==> src/rtl/seq_detect_pkg.sv <==
// Shared state encoding for the parametrised serial sequence detector.
package seq_detect_pkg;

  localparam int STATE_W = 2;

  typedef enum logic [STATE_W-1:0] {
    IDLE = 2'b00,
    FILL = 2'b01,
    RUN  = 2'b10
  } state_e;

endpackage : seq_detect_pkg

==> src/rtl/seq_hist_shreg.sv <==
// History shift register (newest bit at LSB) with a saturating fill counter.
// Exposes the post-shift history and "full after this bit" for same-cycle compare.
module seq_hist_shreg #(
  parameter int PAT_W = 4
) (
  input  logic             clock,
  input  logic             reset,
  input  logic             clr,
  input  logic             shift,
  input  logic             w,
  output logic [PAT_W-1:0] hist_next,
  output logic             full_next
);

  localparam int FILL_W = $clog2(PAT_W + 1);
  localparam logic [FILL_W-1:0] FILL_MAX = FILL_W'(PAT_W);

  logic [PAT_W-1:0]  hist_q;
  logic [PAT_W-1:0]  hist_d;
  logic [FILL_W-1:0] fill_q;
  logic [FILL_W-1:0] fill_next;
  logic [FILL_W-1:0] fill_d;

  always_comb begin
    hist_next = hist_q;
    fill_next = fill_q;
    if (shift) begin
      hist_next = {hist_q[PAT_W-2:0], w};
      if (fill_q != FILL_MAX) begin
        fill_next = fill_q + 1'b1;
      end
    end
    full_next = (fill_next == FILL_MAX);
    // Clear wins over the shift so a restart never keeps the offered bit.
    hist_d = clr ? '0 : hist_next;
    fill_d = clr ? '0 : fill_next;
  end

  always_ff @(posedge clock) begin
    if (!reset) begin
      hist_q <= '0;
      fill_q <= '0;
    end else begin
      hist_q <= hist_d;
      fill_q <= fill_d;
    end
  end

endmodule : seq_hist_shreg

==> src/rtl/seq_detect_param.sv <==
// Runtime-loadable serial pattern detector with registered one-cycle match pulse z.
// Optional saturating match counter port match_cnt under `define SEQ_MATCH_CNT_EN.
module seq_detect_param
  import seq_detect_pkg::*;
#(
  parameter int               PAT_W       = 4,
  parameter logic [PAT_W-1:0] PAT_DEFAULT = PAT_W'(4'b1010),
  parameter int               OVERLAP     = 1,
  parameter int               CNT_W       = 8
) (
  input  logic               clock,
  input  logic               reset,
  input  logic               en,
  input  logic               w_valid,
  input  logic               w,
  input  logic               pat_load,
  input  logic [PAT_W-1:0]   pat_in,
  output logic               z,
  output logic [STATE_W-1:0] present_state
`ifdef SEQ_MATCH_CNT_EN
  ,
  output logic [CNT_W-1:0]   match_cnt
`endif
);

  state_e           state_q, state_d;
  logic [PAT_W-1:0] pat_q, pat_d;
  logic             z_q, z_d;
  logic             active;
  logic             accept;
  logic             match;
  logic             restart;
  logic             clr;
  logic [PAT_W-1:0] hist_next;
  logic             full_next;

  // A bit only counts while detecting and enabled; en==0 drops the offered bit.
  assign active  = (state_q == FILL) || (state_q == RUN);
  assign accept  = active && en && w_valid;
  assign match   = accept && full_next && (hist_next == pat_q);
  assign restart = match && (OVERLAP == 0);
  assign clr     = !active || !en || restart;

  seq_hist_shreg #(
    .PAT_W(PAT_W)
  ) u_hist (
    .clock    (clock),
    .reset    (reset),
    .clr      (clr),
    .shift    (accept),
    .w        (w),
    .hist_next(hist_next),
    .full_next(full_next)
  );

  always_comb begin
    state_d = state_q;
    pat_d   = pat_q;
    z_d     = match;
    case (state_q)
      IDLE: begin
        if (pat_load) pat_d = pat_in;
        if (en) state_d = FILL;
      end
      FILL: begin
        if (!en) state_d = IDLE;
        else if (restart) state_d = FILL;
        else if (accept && full_next) state_d = RUN;
      end
      RUN: begin
        if (!en) state_d = IDLE;
        else if (restart) state_d = FILL;
      end
      default: state_d = IDLE;
    endcase
  end

  always_ff @(posedge clock) begin
    if (!reset) begin
      state_q <= IDLE;
      pat_q   <= PAT_DEFAULT;
      z_q     <= 1'b0;
    end else begin
      state_q <= state_d;
      pat_q   <= pat_d;
      z_q     <= z_d;
    end
  end

  assign z             = z_q;
  assign present_state = state_q;

`ifdef SEQ_MATCH_CNT_EN
  logic [CNT_W-1:0] cnt_q, cnt_d;

  always_comb begin
    cnt_d = cnt_q;
    if (match && (cnt_q != {CNT_W{1'b1}})) cnt_d = cnt_q + 1'b1;
  end

  always_ff @(posedge clock) begin
    if (!reset) cnt_q <= '0;
    else        cnt_q <= cnt_d;
  end

  assign match_cnt = cnt_q;
`endif

endmodule : seq_detect_param

==> config.mk <==
export PLATFORM = sky130hd
export DESIGN_NAME = seq_detect_param
export DESIGN_NICKNAME = d
export VERILOG_FILES = /design/src/rtl/seq_detect_pkg.sv /design/src/rtl/seq_hist_shreg.sv /design/src/rtl/seq_detect_param.sv
export SDC_FILE = /design/constraint.sdc
export NUM_CORES = 1
export LEC_CHECK = 0
export BUFFER_PORTS_ARGS = -buffer_cell sky130_fd_sc_hd__buf_2
export CAP_MARGIN = 20
export CORE_AREA = 8 8 45 47
export CTS_CLUSTER_SIZE = 40
export DETAILED_ROUTE_END_ITERATION = 10
export DIE_AREA = 0 0 53 55
export MAX_ROUTING_LAYER = met4
export PLACE_DENSITY = 0.76
export SYNTH_ARGS = -nofsm -noshare
export SYNTH_HDL_FRONTEND = slang
export SYNTH_SLANG_ARGS = --single-unit
==> constraint.sdc <==
create_clock -name clock -period 2.8 [get_ports clock]
set_clock_uncertainty 0.05 [all_clocks]
set_input_delay 0.28 -clock clock [delete_from_list [all_inputs] [get_ports clock]]
set_output_delay 0.28 -clock clock [all_outputs]
set_load 0.03 [all_outputs]
* Word level (Yosys, flattened, before mapping)
Cells that the tools add are included.
** Cells by class
- Bitwise operators :: 1
- $add $sub $neg :: 1
- Equality and inequality tests :: 8
- Reductions and logical operators :: 12
- Multiplexer cells :: 8
** Operators by type and width (number)
- two-way mux 2 bit :: 4
- two-way mux 3 bit :: 2
- case mux 2 bit (3 select lines) :: 1
- == test 4 bit :: 1
- logical AND 1 bit :: 4
- two-way mux 4 bit :: 1
- != test 2 bit, second input constant :: 2
- adder 3 x 1 -> 3 bit, second input constant :: 1
- == test 3 bit, second input constant :: 1
- != test 3 x 2 -> 1 bit, second input constant :: 1
- != test 3 bit, second input constant :: 1
- AND reduction 3 bit :: 1
- == test 2 x 1 -> 1 bit, second input constant :: 1
- == test 2 bit, second input constant :: 1
- logical NOT 1 bit :: 2
- logical NOT 2 bit :: 1
- logical OR 1 bit :: 2
- AND reduction 2 bit :: 1
- OR reduction 2 bit :: 1
- inverter 1 bit :: 1
** Storage, ports and cells
- Register bits :: 14
- Output and inout bits :: 3
- Bits of input ports :: 10
- Word-level logic and storage cells :: 35

* Longest topological paths before layout
Gate-level depths: netlist of the first run.
- Depth after elaboration :: 10
- Gate-level depth with buffers :: 7
- Mapped depth without buffers :: 6

* Modules after synthesis
A second synthesis of the first run with hierarchy kept.
** Unflattened totals
- Cell total of the unflattened synthesis :: 79
- Area, all modules :: 790.8 sq um
** By module, submodules not included
- seq_detect_param :: instances 1, area an instance 405.4 sq um, seq. area each 140.1 sq um, cells each 44
- seq_hist_shreg :: instances 1, area an instance 385.4 sq um, seq. area each 140.1 sq um, cells each 35

* Worst setup path after synthesis of the first run
No wires, ideal clock.
- Kind :: reg-to-reg
- Start :: register u_hist.fill_q[0]
- End :: register state_q[0] (netlist: present_state[0])
- Buffers on the path :: 0
- Period minus slack after synthesis :: 1.751 ns
- Required time :: 2.688 ns
- Data arrival time :: 1.639 ns
- Stages on the path, launching flop included :: 7
- Setup slack :: 1.049 ns
- Setup time :: 0.062 ns
- Path through :: dfxtp_1 > inv_1 > ha_1 > or3b_1 > a211o_1 > a211o_1 > nand3_1
** On the way
- Cells in the longest elaborated chain, start to end :: 7
- Elaborated cells on any way between the ends :: 8
- Classes of those cells :: add/sub (1); eq/ne (3); mux (2); reduce/logical (2)
** RTL lines
- start: declaration :: RTL line seq_hist_shreg.sv:20 : logic [FILL_W-1:0] fill_q;
- start signal: assignment :: RTL line seq_hist_shreg.sv:45 : fill_q <= fill_d;
- adder 3 x 1 -> 3 bit or != test 3 bit (tied branches) :: RTL line seq_hist_shreg.sv:30, seq_hist_shreg.sv:29
- two-way mux 3 bit :: RTL line seq_hist_shreg.sv:29 : if (fill_q != FILL_MAX) begin
- two-way mux 3 bit * :: RTL line seq_hist_shreg.sv:27 : if (shift) begin
- == test 3 bit * :: RTL line seq_hist_shreg.sv:33 : full_next = (fill_next == FILL_MAX);
- logical AND 1 bit * :: RTL line seq_detect_param.sv:68 : else if (accept && full_next) state_d = RUN;
- != test 3 x 2 -> 1 bit (no line) *
- AND reduction 3 bit (no line) *
- end signal: assignment :: RTL line seq_detect_param.sv:84 : state_q <= state_d;
- end: declaration :: RTL line seq_detect_param.sv:26 : state_e state_q, state_d;
Every way passes the cells marked *; elsewhere a longest branch is shown, timed or not.
A chain may end at the register's enable or synchronous reset.

* Worst setup path after layout of the first run
Same ends and word-level chain as after synthesis.

==> impl_metrics.csv, run 1 <==
group,metric,value,unit
timing,maxSlewHeadroom,80.3,%
yosys,synth_most_common_cell,"nand2_1",
drt,vias_per_cell,5.53,
cts,clkLatencyLatePin,0.28,ns
yosys,synth_area_leaders,"dfxtp_1, ha_1, nand3_1",
timing,final.min_clock_period,1.86,ns
cts,cts-buffers-inserted,3,
place,portBuffers,12,
pwr,clockPowerShare,24.9,%
worst_setup_path,start_kind,"register",
drt,ant_nets,0,
timing,finalSetupViolCount,0,
layout,area_growth,13.8,%
worst_setup_path,worst_setup_path_end_kind,"register",
timing,rsz0062_at_grt,"no",
timing,fmax,538,MHz
yosys,synthCells,84,
worst_setup_path,crit_start,"u_hist.fill_q[0]$_SDFF_PP0_",
grt,grt_usage,12.0,%
yosys,syn_area,698,µm²
grt,grt_pass1_vias,588,
layout,diodes,0,
pwr,power.density,605,nW/µm²
timing,hold_ws,0.177,ns
place,routabilityCongestion,0.822,
cts,cts_buffer_depth,2,
yosys,synth_top_cell_by_area,"dfxtp_1",
worst_setup_path,crit_path_frequent_cell,"a211o_1",
yosys,synth_seq_cells,13,
timing,slew_viol_final,0,
drt,vias,625,
cts,cts_setup_buffers,0,
worst_setup_path,cp.required,2.98,ns
worst_setup_path,cp_slowest_cell,"or3b_1",
yosys,synth_flop_cell,"dfxtp_1",
timing,hold_viol,0,
hold_path,hold_class,"primary input to register",
cts,clk_pin_slew,0.09,ns
layout,nets,113,
timing,worst_pin_slew,0.295,ns
pwr,power_leakage,0.323,nW
grt,grt_max_degree,10,
floorplan,boundaryPins,13,
floorplan,fp.coreArea,1380,µm²
pwr,p_int,0.000310,W
drt,wirelength,1.40,mm
worst_setup_path,cp.arrival,2.04,ns
status,outcome,"finished clean",
cts,cts_root_buffer,"clkbuf_4",
worst_setup_path,crit_fanout,4,
yosys,synthArstFlopShare,0,%
cts,cts_tree,"yes",
drt,drc_errors,0,
yosys,yosysSeqAreaShare,37.3,%
pwr,seq_power_share,44.7,%
yosys,synth_enable_flop_cells,0,
cts,cts_htree_levels,1,
grt,grt_remaining_overflow,0,
drt,routed-wl-met2,627,µm
floorplan,die_h,55,µm
floorplan,start_util,50.5,%
cts,hold_buffers,0,
hold_path,worstHoldPathCells,3,
yosys,ys_top_cells_by_count,"nand2_1, dfxtp_1, nand3_1",
yosys,synth_nets,99,
floorplan,dieArea,2920,µm²
worst_setup_path,rr_worst_depth,6,
floorplan,rows,14,
floorplan,die_width,53,µm
grt,antenna_found_initial,0,
worst_setup_path,path_class,"register to register",
place,dp_hpwl,1.06,mm
drt,firstDrtPassIters,4,
drt,wire_per_inst,12.4,µm
pwr,sw_frac_of_total,35.5,%
hold_path,hp-start,"pat_in[1]",
yosys,avgSynthCellArea,8.31,µm²
worst_setup_path,max_stage_delay,0.37,ns
yosys,ys_types,26,
timing,tns,0,ns
pwr,combPwrFrac,30.4,%
layout,fin_util,57.4,%
yosys,yosysTopAreaCellShare,37.3,%
timing,min_period_over_period,66.4,%
worst_setup_path,r2r-start,"u_hist.fill_q[0]$_SDFF_PP0_",
cts,cts_resized,0,
drt,highest_layer,"met4",
drt,wl_met1,658,µm
pwr,p_sw,0.000170,W
drt,drt_iter0_markers,10,
drt,met3_length,75,µm
pwr,peakVddDrop,309,µV
layout,drive_gt1_share,17.5,%
cts,clkSinkCount,13,
worst_setup_path,path_cells,"inv_1 > ha_1 > or3b_1 > a211o_1 > a211o_1 > nand3_1",
yosys,synth_warnings,0,
flow_run,cap_viol_max_count,0,
grt,grt_first_pass_wirelength,2.50,mm
[routing by layer]
layer / GRT usage (%) / up-vias
li1: - / 323
met1: 13.2 / 284
met2: 18.4 / 14
met3: 4.01 / 4
met4: 7.76 / 0
met5: - / -
[per-stage QoR]
step	instance area (µm²)	setup WS, ns	power, W	std cells
2_1_floorplan	698	1.05	0.000327	84
3_3_place_gp	767	1.01	0.000362	109
3_5_place_dp	767	0.959	0.000364	109
4_1_cts	795	0.937	0.000483	113
5_1_grt	795	0.855	0.000516	113
6_report	795	0.940	0.000481	113
[path summary, 6_finish.rpt]
kind                                        end  slack [ns]
setup / recovery  present_state[0]$_SDFFE_PN0P_        0.94
hold / removal            pat_q[1]$_SDFFE_PN1P_        0.18
setup reg to reg  present_state[0]$_SDFFE_PN0P_        0.94
hold reg to reg           pat_q[2]$_SDFFE_PN0P_        0.43
[power by group through the flow]
stage | combinational [W] | clock (W) | sequential (W)
2_1_floorplan | 0.0000972 | 0 | 0.000230
3_3_place_gp | 0.000142 | 0 | 0.000220
3_5_place_dp | 0.000145 | 0 | 0.000219
4_1_cts | 0.000146 | 0.000121 | 0.000215
5_1_grt | 0.000165 | 0.000133 | 0.000218
6_report | 0.000146 | 0.000120 | 0.000215
[area by class of cell]
type / count / area (µm²)
Clock buffer: 3 / 22.5
Clock inverter: 1 / 5.00
Fill cell: 127 / 589
Inverter: 4 / 15.0
Multi-Input combinational cell: 64 / 412
Sequential cell: 13 / 260
Tap cell: 16 / 20.0
Timing Repair Buffer: 12 / 60.1
[sequential cells by signal (all words and copies together), names as in the netlist]
register       count
pat_q              4
present_state      2
u_hist.fill_q      3
u_hist.hist_q      3
z                  1
[worst max-delay path, delay by kind of cell (launching register included)]
| kind | cells | cell delay, ns |
|---|---|---|
| compound gates | 2 | 0.66 |
| simple gates | 2 | 0.43 |
| flops | 1 | 0.35 |
| fa+ha+maj | 1 | 0.23 |
| buf+inv | 1 | 0.09 |
[cells by family (layout without fill, tap and decap cells)]
logic type | after synthesis | in the layout | share of synthesized area (%)
and+or+nand+nor | 38 | 38 | 27.2
AOI/OAI and AO/OA | 16 | 16 | 16.5
DFF | 13 | 13 | 37.3
buffers and inverters | 7 | 20 | 3.76
adders and majority gates | 5 | 5 | 8.96
xor gates and xnor gates | 5 | 5 | 6.27
[layout by cell type, fill, tap and decap left out]
| master | netlist | final |
|---|---|---|
| nand2_1 | 14 | 14 |
| dfxtp_1 | 13 | 13 |
| nand3_1 | 12 | 12 |
| buf_2 | 0 | 12 |
| a21oi_1 | 5 | 5 |
| ha_1 | 5 | 5 |
| inv_1 | 4 | 4 |
| xor2_1 | 3 | 3 |
| clkbuf_4 | 0 | 3 |
| xnor2_1 | 2 | 2 |
| nor2_1 | 2 | 2 |
| a211o_1 | 2 | 2 |
| o211a_1 | 2 | 2 |
| o21ai_0 | 2 | 2 |
| nor3_1 | 2 | 2 |
| a21boi_0 | 2 | 2 |
| and3_1 | 1 | 1 |
| or3_1 | 1 | 1 |
| nand2b_1 | 1 | 1 |
| or3b_1 | 1 | 1 |
| nand4b_1 | 1 | 1 |
| nand4_1 | 1 | 1 |
| and4b_1 | 1 | 1 |
| a211oi_2 | 1 | 1 |
| nor3b_1 | 1 | 1 |
| o21a_1 | 1 | 1 |
| a211oi_1 | 1 | 1 |
| clkinv_2 | 0 | 1 |
Power figures use the tool's default switching activity.
==> inputs of run 2 (changes only) <==
- ABC_AREA: default -> 1
- CORE_AREA: 8 8 45 47 -> default
- CORE_MARGIN: default -> 8
- CORE_UTILIZATION: default -> 47
- DIE_AREA: 0 0 53 55 -> default
- PLACE_DENSITY: 0.76 -> 0.71
- clock period: 2.8 -> 1.6 ns (I/O delays scaled with it)
==> run 2 against run 1 <==
The run now ends with negative setup slack left. Wire length increased by 25%. Sequential power grew 76%. Largest cell class unchanged. Hold slack got worse by 0.14 ns. Final cell count up 26%. Area after synthesis grew 9.5%. Global-route usage fell by 0.34 points. Combinational power is 18% higher. Core utilization is 7.0 points higher. Sequential share of layout area fell by 3.4 points. Register-to-register slack got worse by 0.98 ns. First-iteration DRC count rose by 60%.
==> impl_metrics.csv, run 2 <==
group,metric,value,unit
floorplan,fp.coreArea,1520,µm²
layout,diodes,0,
worst_setup_path,r2r-end,"present_state[0]$_SDFFE_PN0P_",
layout,top_regs,"pat_q: 4 flops, u_hist.hist_q: 4 flops, u_hist.fill_q: 3 flops",
floorplan,boundaryPins,13,
yosys,synth_flop_cell,"dfxtp_1",
pwr,combPwrFrac,22.9,%
floorplan,dieArea,3170,µm²
cts,cts_tree,"yes",
floorplan,start_util,50.2,%
drt,drt_iter0_markers,16,
worst_setup_path,crit_fanout,7,
yosys,yosysSeqAreaShare,36.7,%
worst_setup_path,cp.arrival,1.76,ns
yosys,ys_top_cells_by_count,"nand2_1, dfxtp_1, inv_1",
layout,area_growth,28.3,%
yosys,synth_xor_area_share,1.15,%
yosys,avgSynthCellArea,7.35,µm²
drt,wire_per_inst,12.4,µm
yosys,synth_compound_area_share,13.3,%
worst_setup_path,rr_worst_depth,11,
cts,cts-buffers-inserted,3,
timing,rsz0062_at_grt,"yes",
pwr,clockPowerShare,26.6,%
yosys,synth_top_cell_by_area,"dfxtp_1",
grt,grt_max_degree,9,
timing,slew_viol_final,0,
pwr,power.density,762,nW/µm²
timing,finalSetupViolCount,2,
cts,clkLatencyLatePin,0.27,ns
layout,nets,142,
worst_setup_path,crit_start,"present_state[1]$_SDFFE_PN0P_",
drt,vias,731,
drt,firstDrtPassIters,4,
floorplan,die_width,56.3,µm
layout,final_common_cell,"nand2_1",
yosys,synthCells,104,
worst_setup_path,crit_path_frequent_cell,"nand3_2",
yosys,synth_seq_cells,14,
yosys,ys_types,24,
layout,fillers,134,
cts,cts_buffer_depth,2,
worst_setup_path,worst_setup_path_end_kind,"register",
yosys,yosys.area_share.simple,32.9,%
timing,hold_ws,0.0343,ns
place,routabilityCongestion,0.828,
worst_setup_path,r2r_setup_slack,-0.04,ns
cts,hold_buffers,0,
pwr,sw_frac_of_total,29.9,%
yosys,yosysTopAreaCellShare,36.7,%
worst_setup_path,path_depth,11,
timing,layout_setup_ws,-0.0389,ns
place,dp_hpwl,1.26,mm
cts,cts_root_buffer,"clkbuf_4",
timing,final.min_clock_period,1.64,ns
layout,final_cell_mix,"nand2_1, nor2_1, buf_2, dfxtp_1, inv_1",
yosys,synth_top_family_by_area,"simple AND/OR/NAND/NOR gates",
yosys,synth_enable_flop_cells,0,
yosys,synth_most_common_cell,"nand2_1",
yosys,synth_nets,119,
flow_run,cap_viol_max_count,0,
yosys,synth_warnings,0,
yosys,synthMuxAreaShare,0,%
place,place_ws,-0.0239,ns
drt,drc_errors,0,
yosys,synthAdderAreaFrac,8.18,%
drt,ant_nets,0,
status,outcome,"finished with violations",
cts,cts_htree_levels,1,
cts,clkSinkCount,14,
pwr,p_int,0.000524,W
grt,grt_first_pass_wirelength,2.97,mm
layout,drive_gt1_share,37.3,%
grt,grt_pass1_vias,746,
worst_setup_path,path_class,"register to register",
pwr,seq_power_share,50.5,%
timing,min_period_over_period,102,%
timing,worst_pin_slew,0.307,ns
yosys,syn_area,764,µm²
status,violations,"negative setup slack",
grt,grt_usage,11.7,%
place,portBuffers,12,
pwr,p_sw,0.000224,W
worst_setup_path,cp_slowest_cell,"dfxtp_4",
drt,wirelength,1.76,mm
grt,grt_remaining_overflow,0,
pwr,power_leakage,0.448,nW
worst_setup_path,r2r-start,"present_state[1]$_SDFFE_PN0P_",
pwr,peakVddDrop,659,µV
timing,fmax,610,MHz
cts,clk_pin_slew,0.08,ns
yosys,synthArstFlopShare,0,%
hold_path,hold_class,"primary input to register",
drt,vias_per_cell,5.15,
yosys,synth_area_leaders,"dfxtp_1, nand2_1, ha_1",
worst_setup_path,path_cells,"inv_4 > ha_4 > nand3_4 > nor2_4 > buf_4 > a21oi_4 > nand3_2 > nand2_2 > nand3_2 > nand2_1 > nor2_1",
worst_setup_path,cp_top_family,"simple AND/OR/NAND/NOR gates",
worst_setup_path,start_kind,"register",
worst_setup_path,max_stage_delay,0.37,ns
worst_setup_path,crit_end,"present_state[0]$_SDFFE_PN0P_",
worst_setup_path,crit_buf_inv,2,
worst_setup_path,cp.required,1.72,ns
floorplan,die_h,56.3,µm
timing,hold_viol,0,
grt,antenna_found_initial,0,
floorplan,rows,14,
timing,maxSlewHeadroom,79.5,%
-- run 2: changes by cell type after synthesis, moves of 3 or more --
cell | previous run | this run
o21ai_1 | 0 | 3
clkbuf_1 | 3 | 0
nand3_1 | 12 | 3
nor2_1 | 2 | 13
nand2_2 | 0 | 5
nand2_1 | 14 | 22
inv_1 | 4 | 14
-- run 2: worst min-delay path, cell delays in order --
cell	delay (ns)
buf_2	0.07
nand2_1	0.04
nand3_1	0.05
-- run 2: worst min path at each step --
stage	start	end	slack, ns	depth (start not counted)
detailed placement	pat_in[1]	pat_q[1]$_SDFFE_PN1P_	0.31	3
global placement	pat_in[1]	pat_q[1]$_SDFFE_PN1P_	0.31	3
CTS	pat_in[3]	pat_q[3]$_SDFFE_PN1P_	0.04	3
global route	pat_in[3]	pat_q[3]$_SDFFE_PN1P_	0.03	3
floorplan	reset	pat_q[1]$_SDFFE_PN1P_	0.19	1
finish	pat_in[3]	pat_q[3]$_SDFFE_PN1P_	0.03	3
-- run 2: layout make-up --
type / count / area [µm²] / area share, %
multi-input cells: 74 / 477 / 48.6
flip-flops and latches: 14 / 288 / 29.3
repair buffers: 18 / 105 / 10.7
inverters: 16 / 65.1 / 6.63
clock buffers: 3 / 22.5 / 2.30
well taps: 16 / 20.0 / 2.04
clock inverters: 1 / 3.75 / 0.383
-- run 2: logic make-up (layout without fill, tap and decap cells) --
| kind of cell | after synthesis | in the layout |
|---|---|---|
| DFF | 14 | 14 |
| and+or+nand+nor | 51 | 51 |
| adders and majority gates | 5 | 5 |
| buffers and inverters | 16 | 38 |
| AOI/OAI and AO/OA | 17 | 17 |
| xor gates and xnor gates | 1 | 1 |
-- run 2: layer usage --
metal	track usage [%]	vias up	share of wire (%)
li1	-	376	-
met1	11.7	331	44
met2	20.4	20	51
met3	4.27	4	3.7
met4	4.12	0	1.5
met5	-	-	0
-- run 2: repair_timing --
item                       4_1_cts  5_1_grt
gates resized for setup          2       11
setup endpoints to repair        2        2
buffers inserted                 0        2
pin swaps                        0        9
-- run 2: power by group through the flow --
stage	combinational (W)	sequential, W	clock [W]
after floorplan	0.0000989	0.000389	0
after global placement	0.000145	0.000383	0
after detailed placement	0.000147	0.000384	0
after CTS	0.000154	0.000376	0.000205
after global routing	0.000191	0.000380	0.000223
final	0.000172	0.000378	0.000199
-- run 2: per-stage QoR --
stage / util [%] / power (W) / instance area, µm² / setup TNS, ns / std cells
final: 64.4 / 0.000748 / 981 / -0.0479 / 142
after floorplan: - / 0.000488 / 785 / 0 / 104
after detailed placement: 58.7 / 0.000532 / 895 / -0.0465 / 136
after global routing: 64.4 / 0.000794 / 981 / -0.227 / 142
after global placement: 58.7 / 0.000529 / 895 / -0.0126 / 136
after CTS: 61.0 / 0.000735 / 930 / 0 / 140
==> inputs of run 3 (changes only) <==
- BUFFER_PORTS_ARGS: -buffer_cell sky130_fd_sc_hd__buf_2 -> -buffer_cell sky130_fd_sc_hd__buf_4
- REMOVE_ABC_BUFFERS: default -> 1
==> run 3 against run 2 <==
Sequential share of layout area shrank 1.1 points. Cell area increased by 2.9%. Highest routed layer unchanged. Largest power group unchanged. Sequential power is essentially flat. The run still ends with negative setup slack left.
==> impl_metrics.csv, run 3 (same netlist as run 2, synthesis figures left out) <==
group,metric,value,unit
layout,area_growth,32.1,%
cts,cts_tree,"yes",
layout,layout.area.seq,285,µm²
floorplan,dieArea,3170,µm²
worst_setup_path,crit_path_frequent_cell,"nand2_2",
worst_setup_path,crit_end,"present_state[0]$_SDFFE_PN0P_",
place,portBuffers,12,
hold_path,worstHoldPathCells,3,
drt,wl_met1,815,µm
worst_setup_path,crit_fanout,7,
worst_setup_path,start_kind,"register",
worst_setup_path,cp.required,1.73,ns
timing,min_period_over_period,101,%
worst_setup_path,path_class,"register to register",
status,outcome,"finished with violations",
worst_setup_path,r2r_setup_slack,-0.01,ns
drt,routed-wl-met2,871,µm
drt,drt_iter0_markers,15,
pwr,power_leakage,0.460,nW
timing,maxSlewHeadroom,79.3,%
timing,hold_viol,0,
cts,clkSinkCount,14,
cts,cts_root_buffer,"clkbuf_4",
worst_setup_path,crit_buf_inv,1,
drt,highest_layer,"met4",
drt,wirelength,1.77,mm
layout,nets,144,
layout,fillers,139,
worst_setup_path,cp.arrival,1.74,ns
pwr,clockPowerShare,31.5,%
floorplan,die_width,56.3,µm
worst_setup_path,worst_setup_path_end_kind,"register",
pwr,p_sw,0.000228,W
pwr,sw_frac_of_total,28.1,%
pwr,seq_power_share,46.3,%
layout,drive_gt1_share,38.3,%
drt,ant_nets,0,
grt,grt_usage,11.9,%
status,violations,"negative setup slack",
cts,hold_buffers,0,
drt,vias_per_cell,5.17,
timing,slew_viol_final,0,
timing,final.min_clock_period,1.61,ns
floorplan,fp.coreArea,1520,µm²
pwr,combPwrFrac,22.2,%
layout,multi_input_comb_area,458,µm²
worst_setup_path,r2r-start,"present_state[0]$_SDFFE_PN0P_",
layout,fin_cells,144,
floorplan,die_h,56.3,µm
cts,cts_htree_levels,1,
pwr,peakVddDrop,651,µV
timing,tns,-0.0125,ns
place,place_ws,-0.116,ns
worst_setup_path,cp_slowest_cell,"dfxtp_2",
worst_setup_path,cp_top_family,"simple AND/OR/NAND/NOR gates",
pwr,power.density,803,nW/µm²
grt,grt_max_degree,9,
worst_setup_path,max_stage_delay,0.35,ns
hold_path,hold_class,"primary input to register",
pwr,p_int,0.000584,W
drt,met3_length,45,µm
cts,clk_pin_slew,0.08,ns
worst_setup_path,rr_worst_depth,11,
drt,vias,744,
layout,top_regs,"pat_q: 4 flops, u_hist.hist_q: 4 flops, u_hist.fill_q: 3 flops",
place,placedCellCount,139,
drt,drc_errors,0,
grt,grt_first_pass_wirelength,3.08,mm
place,routabilityCongestion,0.809,
worst_setup_path,path_depth,11,
worst_setup_path,r2r-end,"present_state[0]$_SDFFE_PN0P_",
floorplan,rows,14,
worst_setup_path,path_cells,"inv_2 > ha_4 > nand3_4 > nor2_4 > nand2_2 > nand2_2 > nand3_2 > nand2_2 > nand3_2 > nand2_1 > nor2_1",
grt,antenna_found_initial,0,
cts,clkLatencyLatePin,0.28,ns
timing,fmax,620,MHz
place,dp_hpwl,1.40,mm
pwr,power.total,0.000811,W
grt,grt_pass1_vias,760,
drt,firstDrtPassIters,4,
floorplan,boundaryPins,13,
timing,finalSetupViolCount,1,
drt,wire_per_inst,12.3,µm
timing,layout_setup_ws,-0.0125,ns
timing,rsz0062_at_grt,"yes",
worst_setup_path,crit_start,"present_state[0]$_SDFFE_PN0P_",
flow_run,cap_viol_max_count,0,
layout,final_cell_mix,"nand2_1, buf_4, nor2_1",
grt,grt_remaining_overflow,0,
cts,cts_buffer_depth,2,
layout,diodes,0,
timing,worst_pin_slew,0.309,ns
floorplan,start_util,50.2,%
cts,cts-buffers-inserted,3,
==> run 3: layout make-up <==
cell class                 instances  area share (%)
tap                               16            1.98
inverter                          16            5.95
sequential                        14            28.3
multi-input combinational         74            45.4
clock buffer                       4            3.59
timing repair buffer              20            14.9
==> run 3: power by group through the flow <==
| stage | registers (W) | clock network [W] | logic, W |
|---|---|---|---|
| 2_1_floorplan | 0.000389 | 0 | 0.0000915 |
| 3_3_place_gp | 0.000381 | 0 | 0.000156 |
| 3_5_place_dp | 0.000382 | 0 | 0.000162 |
| 4_1_cts | 0.000375 | 0.000262 | 0.000177 |
| 5_1_grt | 0.000378 | 0.000281 | 0.000199 |
| 6_report | 0.000375 | 0.000255 | 0.000180 |
==> run 3: worst min path at each step <==
stage                    from               endpoint
detailed placement  pat_in[1]  pat_q[1]$_SDFFE_PN1P_
floorplan               reset  pat_q[1]$_SDFFE_PN1P_
finish              pat_in[3]  pat_q[3]$_SDFFE_PN1P_
CTS                 pat_in[3]  pat_q[3]$_SDFFE_PN1P_
global placement    pat_in[1]  pat_q[1]$_SDFFE_PN1P_
global route        pat_in[3]  pat_q[3]$_SDFFE_PN1P_
==> run 3: through the flow <==
| step | hold WS, ns | utilization, % | cell area [µm²] |
|---|---|---|---|
| 3_5_place_dp | 0.313 | 60.8 | 927 |
| 3_3_place_gp | 0.311 | 60.8 | 927 |
| 4_1_cts | 0.0152 | 65.2 | 993 |
| 6_report | 0.0186 | 66.3 | 1010 |
| 2_1_floorplan | 0.194 | - | 764 |
| 5_1_grt | 0.0271 | 66.3 | 1010 |
==> run 3: layer usage <==
layer / global-route usage, % / up-vias
met5: - / -
met1: 13.0 / 348
met3: 2.70 / 4
li1: - / 378
met4: 4.12 / 0
met2: 20.8 / 14
==> run 3: tightest hold or removal path, cell delays in order <==
cell,delay (ns)
buf_4,0.08
nand2_1,0.04
nand3_1,0.05
==> run 3: what timing repair did <==
action,4_1_cts,5_1_grt
resized for setup,9,4
buffers inserted,0,1
endpoints found under the setup margin,3,3
cloned,0,0
pin swaps,2,5
